$ cat config.mk
export PLATFORM = sky130hd
export DESIGN_NAME = mdu_seq_alu
export DESIGN_NICKNAME = d
export VERILOG_FILES = /design/src/rtl/mdu_pkg.sv /design/src/rtl/mdu_divider.sv /design/src/rtl/mdu_seq_alu.sv
export SDC_FILE = /design/constraint.sdc
export NUM_CORES = 2
export LEC_CHECK = 0
export BUFFER_PORTS_ARGS = -buffer_cell sky130_fd_sc_hd__buf_2
export CORE_UTILIZATION = 54
export CTS_CLUSTER_SIZE = 16
export DETAILED_ROUTE_END_ITERATION = 12
export HOLD_SLACK_MARGIN = 0.08
export PLACE_DENSITY = 0.7
export SLEW_MARGIN = 20
export SYNTH_ARGS = -nofsm -noshare
export SYNTH_HDL_FRONTEND = slang
export SYNTH_SLANG_ARGS = --single-unit
$ cat constraint.sdc
create_clock -name clk -period 16.95 [get_ports clk]
set_clock_uncertainty 0.05 [all_clocks]
set_input_delay 0.8475 -clock clk [delete_from_list [all_inputs] [get_ports clk]]
set_output_delay 0.8475 -clock clk [all_outputs]
set_load 0.05 [all_outputs]
$ cat src/rtl/mdu_pkg.sv
// Shared types for the sequential ALU / M-extension unit.
// Holds the op-code and FSM enums plus the op-class helpers.
package mdu_pkg;

  typedef enum logic [4:0] {
    ADD    = 5'd0,
    SUB    = 5'd1,
    SLL    = 5'd2,
    SLT    = 5'd3,
    SLTU   = 5'd4,
    XOR    = 5'd5,
    SRL    = 5'd6,
    SRA    = 5'd7,
    OR     = 5'd8,
    AND    = 5'd9,
    LUIP   = 5'd10,
    AUIPC  = 5'd11,
    MUL    = 5'd12,
    MULH   = 5'd13,
    MULHSU = 5'd14,
    MULHU  = 5'd15,
    DIV    = 5'd16,
    DIVU   = 5'd17,
    REM    = 5'd18,
    REMU   = 5'd19
  } alu_op_e;

  typedef enum logic [1:0] {
    S_IDLE = 2'd0,
    S_MUL  = 2'd1,
    S_DIV  = 2'd2,
    S_DONE = 2'd3
  } state_e;

  function automatic logic is_mul(alu_op_e op);
    return op inside {MUL, MULH, MULHSU, MULHU};
  endfunction

  function automatic logic is_div(alu_op_e op);
    return op inside {DIV, DIVU, REM, REMU};
  endfunction

endpackage

$ cat src/rtl/mdu_divider.sv
// Iterative restoring radix-2 unsigned divider, one quotient bit per cycle.
// done is asserted during the last step; quotient/remainder are valid then.
module mdu_divider #(
  parameter int XLEN = 32
) (
  input  logic            clk,
  input  logic            rst,
  input  logic            abort,
  input  logic            start,
  input  logic [XLEN-1:0] dividend,
  input  logic [XLEN-1:0] divisor,
  output logic            done,
  output logic [XLEN-1:0] quotient,
  output logic [XLEN-1:0] remainder
);

  localparam int CW = $clog2(XLEN);

  logic            running;
  logic [CW-1:0]   cnt;
  logic [XLEN-1:0] rem_q;
  logic [XLEN-1:0] quo_q;
  logic [XLEN-1:0] dvs_q;
  logic [XLEN:0]   shifted;
  logic [XLEN:0]   diff;

  // quotient/remainder are the result of the current step, so the caller
  // can capture the final answer on the same edge that done is seen.
  always_comb begin
    shifted   = {rem_q, quo_q[XLEN-1]};
    diff      = shifted - {1'b0, dvs_q};
    remainder = diff[XLEN-1:0];
    quotient  = {quo_q[XLEN-2:0], 1'b1};
    if (diff[XLEN]) begin
      remainder = shifted[XLEN-1:0];
      quotient  = {quo_q[XLEN-2:0], 1'b0};
    end
  end

  assign done = running && (cnt == CW'(XLEN - 1));

  always_ff @(posedge clk) begin
    if (rst || abort) begin
      running <= 1'b0;
      cnt     <= '0;
    end else if (start) begin
      running <= 1'b1;
      cnt     <= '0;
    end else if (running) begin
      cnt <= cnt + 1'b1;
      if (done) running <= 1'b0;
    end
  end

  // NOTE: pure datapath registers carry no reset; running gates their use.
  always_ff @(posedge clk) begin
    if (start) begin
      rem_q <= '0;
      quo_q <= dividend;
      dvs_q <= divisor;
    end else if (running) begin
      rem_q <= remainder;
      quo_q <= quotient;
    end
  end

endmodule

$ cat src/rtl/mdu_seq_alu.sv
// Handshaked integer ALU with RV M extension: single-cycle ALU ops,
// single-cycle or shift-add multiply, iterative divide with early-outs.
module mdu_seq_alu
  import mdu_pkg::*;
#(
  parameter int XLEN     = 32,
  parameter int MUL_ITER = 0
) (
  input  logic            clk,
  input  logic            rst,
  input  logic            in_valid,
  output logic            in_ready,
  input  alu_op_e         op,
  input  logic [XLEN-1:0] src_a,
  input  logic [XLEN-1:0] src_b,
  input  logic            flush,
  output logic            out_valid,
  input  logic            out_ready,
  output logic [XLEN-1:0] result,
  output logic            busy
);

  localparam int SHW = $clog2(XLEN);
  localparam int PW  = 2 * XLEN;
  localparam logic [XLEN-1:0] MIN_NEG = {1'b1, {(XLEN-1){1'b0}}};

  state_e          state;
  alu_op_e         cur_op;
  logic            neg_q;
  logic            neg_r;
  logic [SHW-1:0]  cnt;
  logic [XLEN-1:0] p_hi;
  logic [XLEN-1:0] p_lo;
  logic [XLEN-1:0] mcand;

  logic            accept;
  logic            a_neg;
  logic            b_neg;
  logic            b_zero;
  logic            div_ovf;
  logic            div_early;
  logic            div_start;
  logic            div_done;
  logic [SHW-1:0]  shamt;
  logic [XLEN-1:0] mag_a;
  logic [XLEN-1:0] mag_b;
  logic [XLEN-1:0] alu_res;
  logic [XLEN-1:0] early_res;
  logic [XLEN-1:0] quick_res;
  logic [XLEN-1:0] div_q;
  logic [XLEN-1:0] div_r;
  logic [XLEN-1:0] div_res;
  logic [PW-1:0]   prod_comb;
  logic [PW-1:0]   prod_iter;
  logic [XLEN:0]   mul_sum;

  // Products are formed on magnitudes and negated afterwards, so the
  // single-cycle and iterative paths share the same sign fix-up.
  function automatic logic [XLEN-1:0] mul_pick(alu_op_e o, logic neg, logic [PW-1:0] p);
    logic [PW-1:0] s;
    s = neg ? -p : p;
    return (o == MUL) ? s[XLEN-1:0] : s[PW-1:XLEN];
  endfunction

  assign in_ready = !rst && (state == S_IDLE) && (!out_valid || out_ready) && !flush;
  assign accept   = in_valid && in_ready;
  assign shamt    = src_b[SHW-1:0];

  assign a_neg = (op inside {MULH, MULHSU, DIV, REM}) && src_a[XLEN-1];
  assign b_neg = (op inside {MULH, DIV, REM}) && src_b[XLEN-1];
  assign mag_a = a_neg ? -src_a : src_a;
  assign mag_b = b_neg ? -src_b : src_b;

  assign prod_comb = PW'(mag_a) * PW'(mag_b);
  assign mul_sum   = {1'b0, p_hi} + (p_lo[0] ? {1'b0, mcand} : {(XLEN+1){1'b0}});
  assign prod_iter = {mul_sum, p_lo[XLEN-1:1]};

  assign b_zero    = (src_b == '0);
  assign div_ovf   = (op inside {DIV, REM}) && (src_a == MIN_NEG) && (&src_b);
  assign div_early = b_zero || div_ovf;
  assign div_start = accept && is_div(op) && !div_early;

  // NOTE: every always_comb output gets a default first so no latch is inferred.
  always_comb begin
    alu_res = src_a + src_b;
    case (op)
      SUB:     alu_res = src_a - src_b;
      SLL:     alu_res = src_a << shamt;
      SLT:     alu_res = {{(XLEN-1){1'b0}}, $signed(src_a) < $signed(src_b)};
      SLTU:    alu_res = {{(XLEN-1){1'b0}}, src_a < src_b};
      XOR:     alu_res = src_a ^ src_b;
      SRL:     alu_res = src_a >> shamt;
      SRA:     alu_res = $unsigned($signed(src_a) >>> shamt);
      OR:      alu_res = src_a | src_b;
      AND:     alu_res = src_a & src_b;
      LUIP:    alu_res = src_b;
      default: alu_res = src_a + src_b;
    endcase
  end

  always_comb begin
    early_res = '0;
    if (b_zero) early_res = (op inside {DIV, DIVU}) ? {XLEN{1'b1}} : src_a;
    else if (op == DIV) early_res = src_a;
  end

  assign quick_res = is_mul(op) ? mul_pick(op, a_neg ^ b_neg, prod_comb) :
                     is_div(op) ? early_res : alu_res;

  assign div_res = (cur_op inside {DIV, DIVU}) ? (neg_q ? -div_q : div_q)
                                               : (neg_r ? -div_r : div_r);

  mdu_divider #(.XLEN(XLEN)) u_divider (
    .clk       (clk),
    .rst       (rst),
    .abort     (flush),
    .start     (div_start),
    .dividend  (mag_a),
    .divisor   (mag_b),
    .done      (div_done),
    .quotient  (div_q),
    .remainder (div_r)
  );

  // NOTE: sequential state uses non-blocking assignments only.
  always_ff @(posedge clk) begin
    if (rst) begin
      state     <= S_IDLE;
      out_valid <= 1'b0;
      result    <= '0;
      busy      <= 1'b0;
      cnt       <= '0;
    end else if (flush) begin
      state     <= S_IDLE;
      out_valid <= 1'b0;
      busy      <= 1'b0;
      cnt       <= '0;
    end else begin
      case (state)
        S_IDLE: begin
          if (accept) begin
            cnt <= '0;
            if ((MUL_ITER != 0) && is_mul(op)) begin
              state <= S_MUL;
              busy  <= 1'b1;
            end else if (is_div(op) && !div_early) begin
              state <= S_DIV;
              busy  <= 1'b1;
            end else begin
              state     <= S_DONE;
              out_valid <= 1'b1;
              result    <= quick_res;
            end
          end
        end
        S_MUL: begin
          if (cnt == SHW'(XLEN - 1)) begin
            state     <= S_DONE;
            busy      <= 1'b0;
            out_valid <= 1'b1;
            result    <= mul_pick(cur_op, neg_q, prod_iter);
          end else begin
            cnt <= cnt + 1'b1;
          end
        end
        S_DIV: begin
          if (div_done) begin
            state     <= S_DONE;
            busy      <= 1'b0;
            out_valid <= 1'b1;
            result    <= div_res;
          end
        end
        S_DONE: begin
          if (out_ready) begin
            state     <= S_IDLE;
            out_valid <= 1'b0;
          end
        end
        default: state <= S_IDLE;
      endcase
    end
  end

  always_ff @(posedge clk) begin
    if (accept) begin
      cur_op <= op;
      neg_q  <= a_neg ^ b_neg;
      neg_r  <= a_neg;
      p_hi   <= '0;
      p_lo   <= mag_b;
      mcand  <= mag_a;
    end else if (state == S_MUL) begin
      p_hi <= mul_sum[XLEN:1];
      p_lo <= {mul_sum[0], p_lo[XLEN-1:1]};
    end
  end

endmodule
==> impl_metrics.py <==
metrics = {
    "status": {
        "status": "completed",
    },
    "floorplan": {
        "die-height_um": 341.6,
        "die_w_um": 341.6,
        "die_area_um2": 116700,
        "rows": 124,
        "ioPinCount": 109,
        "core_um2": 114300,
        "initial_core_util": 0.5447,
    },
    "clock_tree": {
        "cts_resized": 0,
        "post_cts_buffers": 0,
        "clk_pin_slew_ns": 0.06,
        "numCtsBuffers": 30,
        "cts_tree": "yes",
        "cts_num_sinks": 246,
        "ctsHoldBuffers": 0,
        "max-clock-path-buffers": 3,
        "htree_levels": 1,
        "clock_latency_ns": 0.60,
        "cts-root-buf": "clkbuf_16",
    },
    "placed_design": {
        "finalWeightedCongestion": 1.108,
        "port_buffers": 108,
        "dp_hpwl_mm": 212.4,
        "dp_slack_ns": 2.426,
    },
    "sta": {
        "finalSetupViolCount": 0,
        "maxSlewHeadroom": 0.1305,
        "hold_viol": 0,
        "min_period_ns": 14.53,
        "slew_violations": 0,
        "period_share": 0.8573,
        "tns_ns": 0,
        "setup_ws_ns": 2.418,
        "rsz0062_at_grt": "no",
        "tightestPinTransition_ns": 1.303,
        "max_clock_freq_ghz": 0.06881,
    },
    "global_routing": {
        "grt_usage": 0.4794,
        "grt_overflow": 0,
        "grt_max_degree": 82,
        "grt_pass1_vias": 60730,
        "antenna_found_initial": 25,
        "grt_pass1_wl_mm": 410.1,
    },
    "run": {
        "maxCapViolCount": 0,
    },
    "synthesis": {
        "ys_types": 102,
        "synth_cells": 7788,
        "syn_nets": 9202,
        "yosysWarnings": 0,
        "synth_seq_area_share": 0.1008,
        "ys_async_sr_fraction": 0,
        "synth_edf_count": 135,
        "synth_seq_cells": 246,
        "synth_ff_type": "edfxtp_1",
        "avgSynthCellArea_um2": 7.998,
        "syn_area_um2": 62290,
    },
    "drt": {
        "drt_pass1_iterations": 9,
        "dr.first_iter.drc_count": 8521,
        "wl_mm": 281.3,
        "wl_per_cell_um": 30.73,
        "vias": 61590,
        "vias_per_cell": 6.730,
        "postRouteAntennaNets": 0,
        "drc": 0,
    },
    "worst_hold_path": {
        "min_from": "cnt[4]",
        "hold_class": "reg -> reg",
        "hold_path_depth": 2,
        "hold_path_end": "cnt[4]",
    },
    "finish": {
        "multiInputGateArea_um2": 50610,
        "filler_cell_count": 10680,
        "fin_util": 0.5748,
        "finalNetCount": 9019,
        "drive_gt1_frac": 0.06685,
        "areaGrowthSynthToFinish_pct": 5.518,
        "final_common_cell": "inv_1",
        "ff_latch_area_um2": 6277,
        "final_cell_mix": "1082 x inv_1, 1042 x nor2_1, 900 x fa_1",
    },
    "critical_path": {
        "r2r-end": "result[30]",
        "max_stage_delay_ns": 1.02,
        "path_class": "in -> reg",
        "reg2reg_slack_ns": 9.68,
        "crit_top_cell": "fa_1",
        "r2r_start": "u_divider.dvs_q[17]",
        "crit_fanout": 18,
        "worstSetupEndpointType": "register",
        "reg2reg_depth": 21,
        "startpoint_type": "input pin",
        "required_ns": 17.37,
        "crit_arrival_ns": 14.95,
        "crit_slowest_cell": "clkinv_1",
        "cp-startpoint": "op[3]",
    },
}
## layer usage
layer	GRT usage	vias to the layer above	share of wire
li1	-	25510	-
met1	0.6025	30180	0.35
met5	0.003268	-	0.00051
met3	0.1640	1181	0.15
met2	0.7010	4704	0.42
met4	0.3103	20	0.083
## registers in the layout (all words and copies together) (netlist names), 2 cells and up
name and cells:
u_divider.cnt 5, state 2, cnt 5, u_divider.quo_q 32, p_lo 32, result 32
u_divider.dvs_q 32, u_divider.rem_q 32, p_hi 32, mcand 32, cur_op 5
## through the flow
stage	hold slack (ns)	instances	instance area, µm²
after floorplan	0.3996	7788	62290
after global placement	0.4114	9085	64560
after detailed placement	0.4284	9085	64590
after CTS	0.4387	9141	65680
after global routing	0.4680	9143	65700
final	0.4332	9152	65730
## cell type report
type	count	area share
multi-input cells	5959	0.7700
flip-flops and latches	246	0.09551
inverters	1111	0.06345
well taps	1512	0.02878
repair buffers	257	0.02532
clock buffers	36	0.01287
clock inverters	20	0.003655
diodes	11	0.0004188
## Yosys cell counts, drive strengths merged, types with 24 or more instances
cell | number | area (µm²)
xnor2 | 203 | 1778
o31ai | 54 | 419.2
a211oi | 73 | 558.0
a22oi | 31 | 232.7
or3 | 51 | 319.1
o2111ai | 30 | 262.8
and3 | 39 | 244.0
o21ai | 364 | 1822
ha | 440 | 5505
buf | 57 | 232.7
o41ai | 33 | 296.5
edfxtp | 135 | 4054
dfxtp | 111 | 2222
clkbuf | 415 | 1558
o211ai | 79 | 598.1
xor2 | 101 | 884.6
nor4 | 64 | 500.5
fa | 900 | 18020
a21o | 61 | 457.9
mux4 | 53 | 1194
a31oi | 62 | 394.1
a221oi | 38 | 332.8
o21bai | 36 | 270.3
and2 | 73 | 456.7
nand2 | 897 | 3367
nand2b | 46 | 287.8
nor2 | 1045 | 3923
o221ai | 24 | 210.2
a21oi | 412 | 2062
mux2i | 93 | 930.9
nor3 | 119 | 600.6
nand3 | 79 | 407.9
inv | 1091 | 4095
nand4 | 73 | 478.0
o21a | 40 | 300.3
## how the worst max path moves through the flow
stage | slack, ns | end | cells past startpoint
global placement | 2.18 | result[19] | 36
detailed placement | 2.43 | result[19] | 36
floorplan | 4.87 | result[19] | 41
global route | 2.01 | result[19] | 36
CTS | 2.94 | result[19] | 36
finish | 2.42 | result[19] | 36
## cell families (layout without fill, tap and decap cells)
logic type / after synthesis / in the layout / share of synthesized area
muxes: 154 / 154 / 0.03555
AOI/OAI and AO/OA: 1559 / 1559 / 0.1636
DFF: 246 / 246 / 0.1008
xor gates and xnor gates: 304 / 304 / 0.04275
other: 0 / 11 / 0
buffers and inverters: 1583 / 1424 / 0.09570
adders and majority gates: 1340 / 1340 / 0.3776
and+or+nand+nor: 2602 / 2602 / 0.1840
## critical path, delay by kind of cell
kind                     cells  cell delay (ns)
AO/OA/AOI/OAI               10             3.32
XOR/XNOR                     2             0.92
AND/OR/NAND/NOR              9             3.55
buffers and inverters        6             1.73
adder cells (fa/ha/maj)      9             4.52
Power is not shown: default switching activity piles up to over one toggle a cycle in this logic, so the estimate is an artifact.
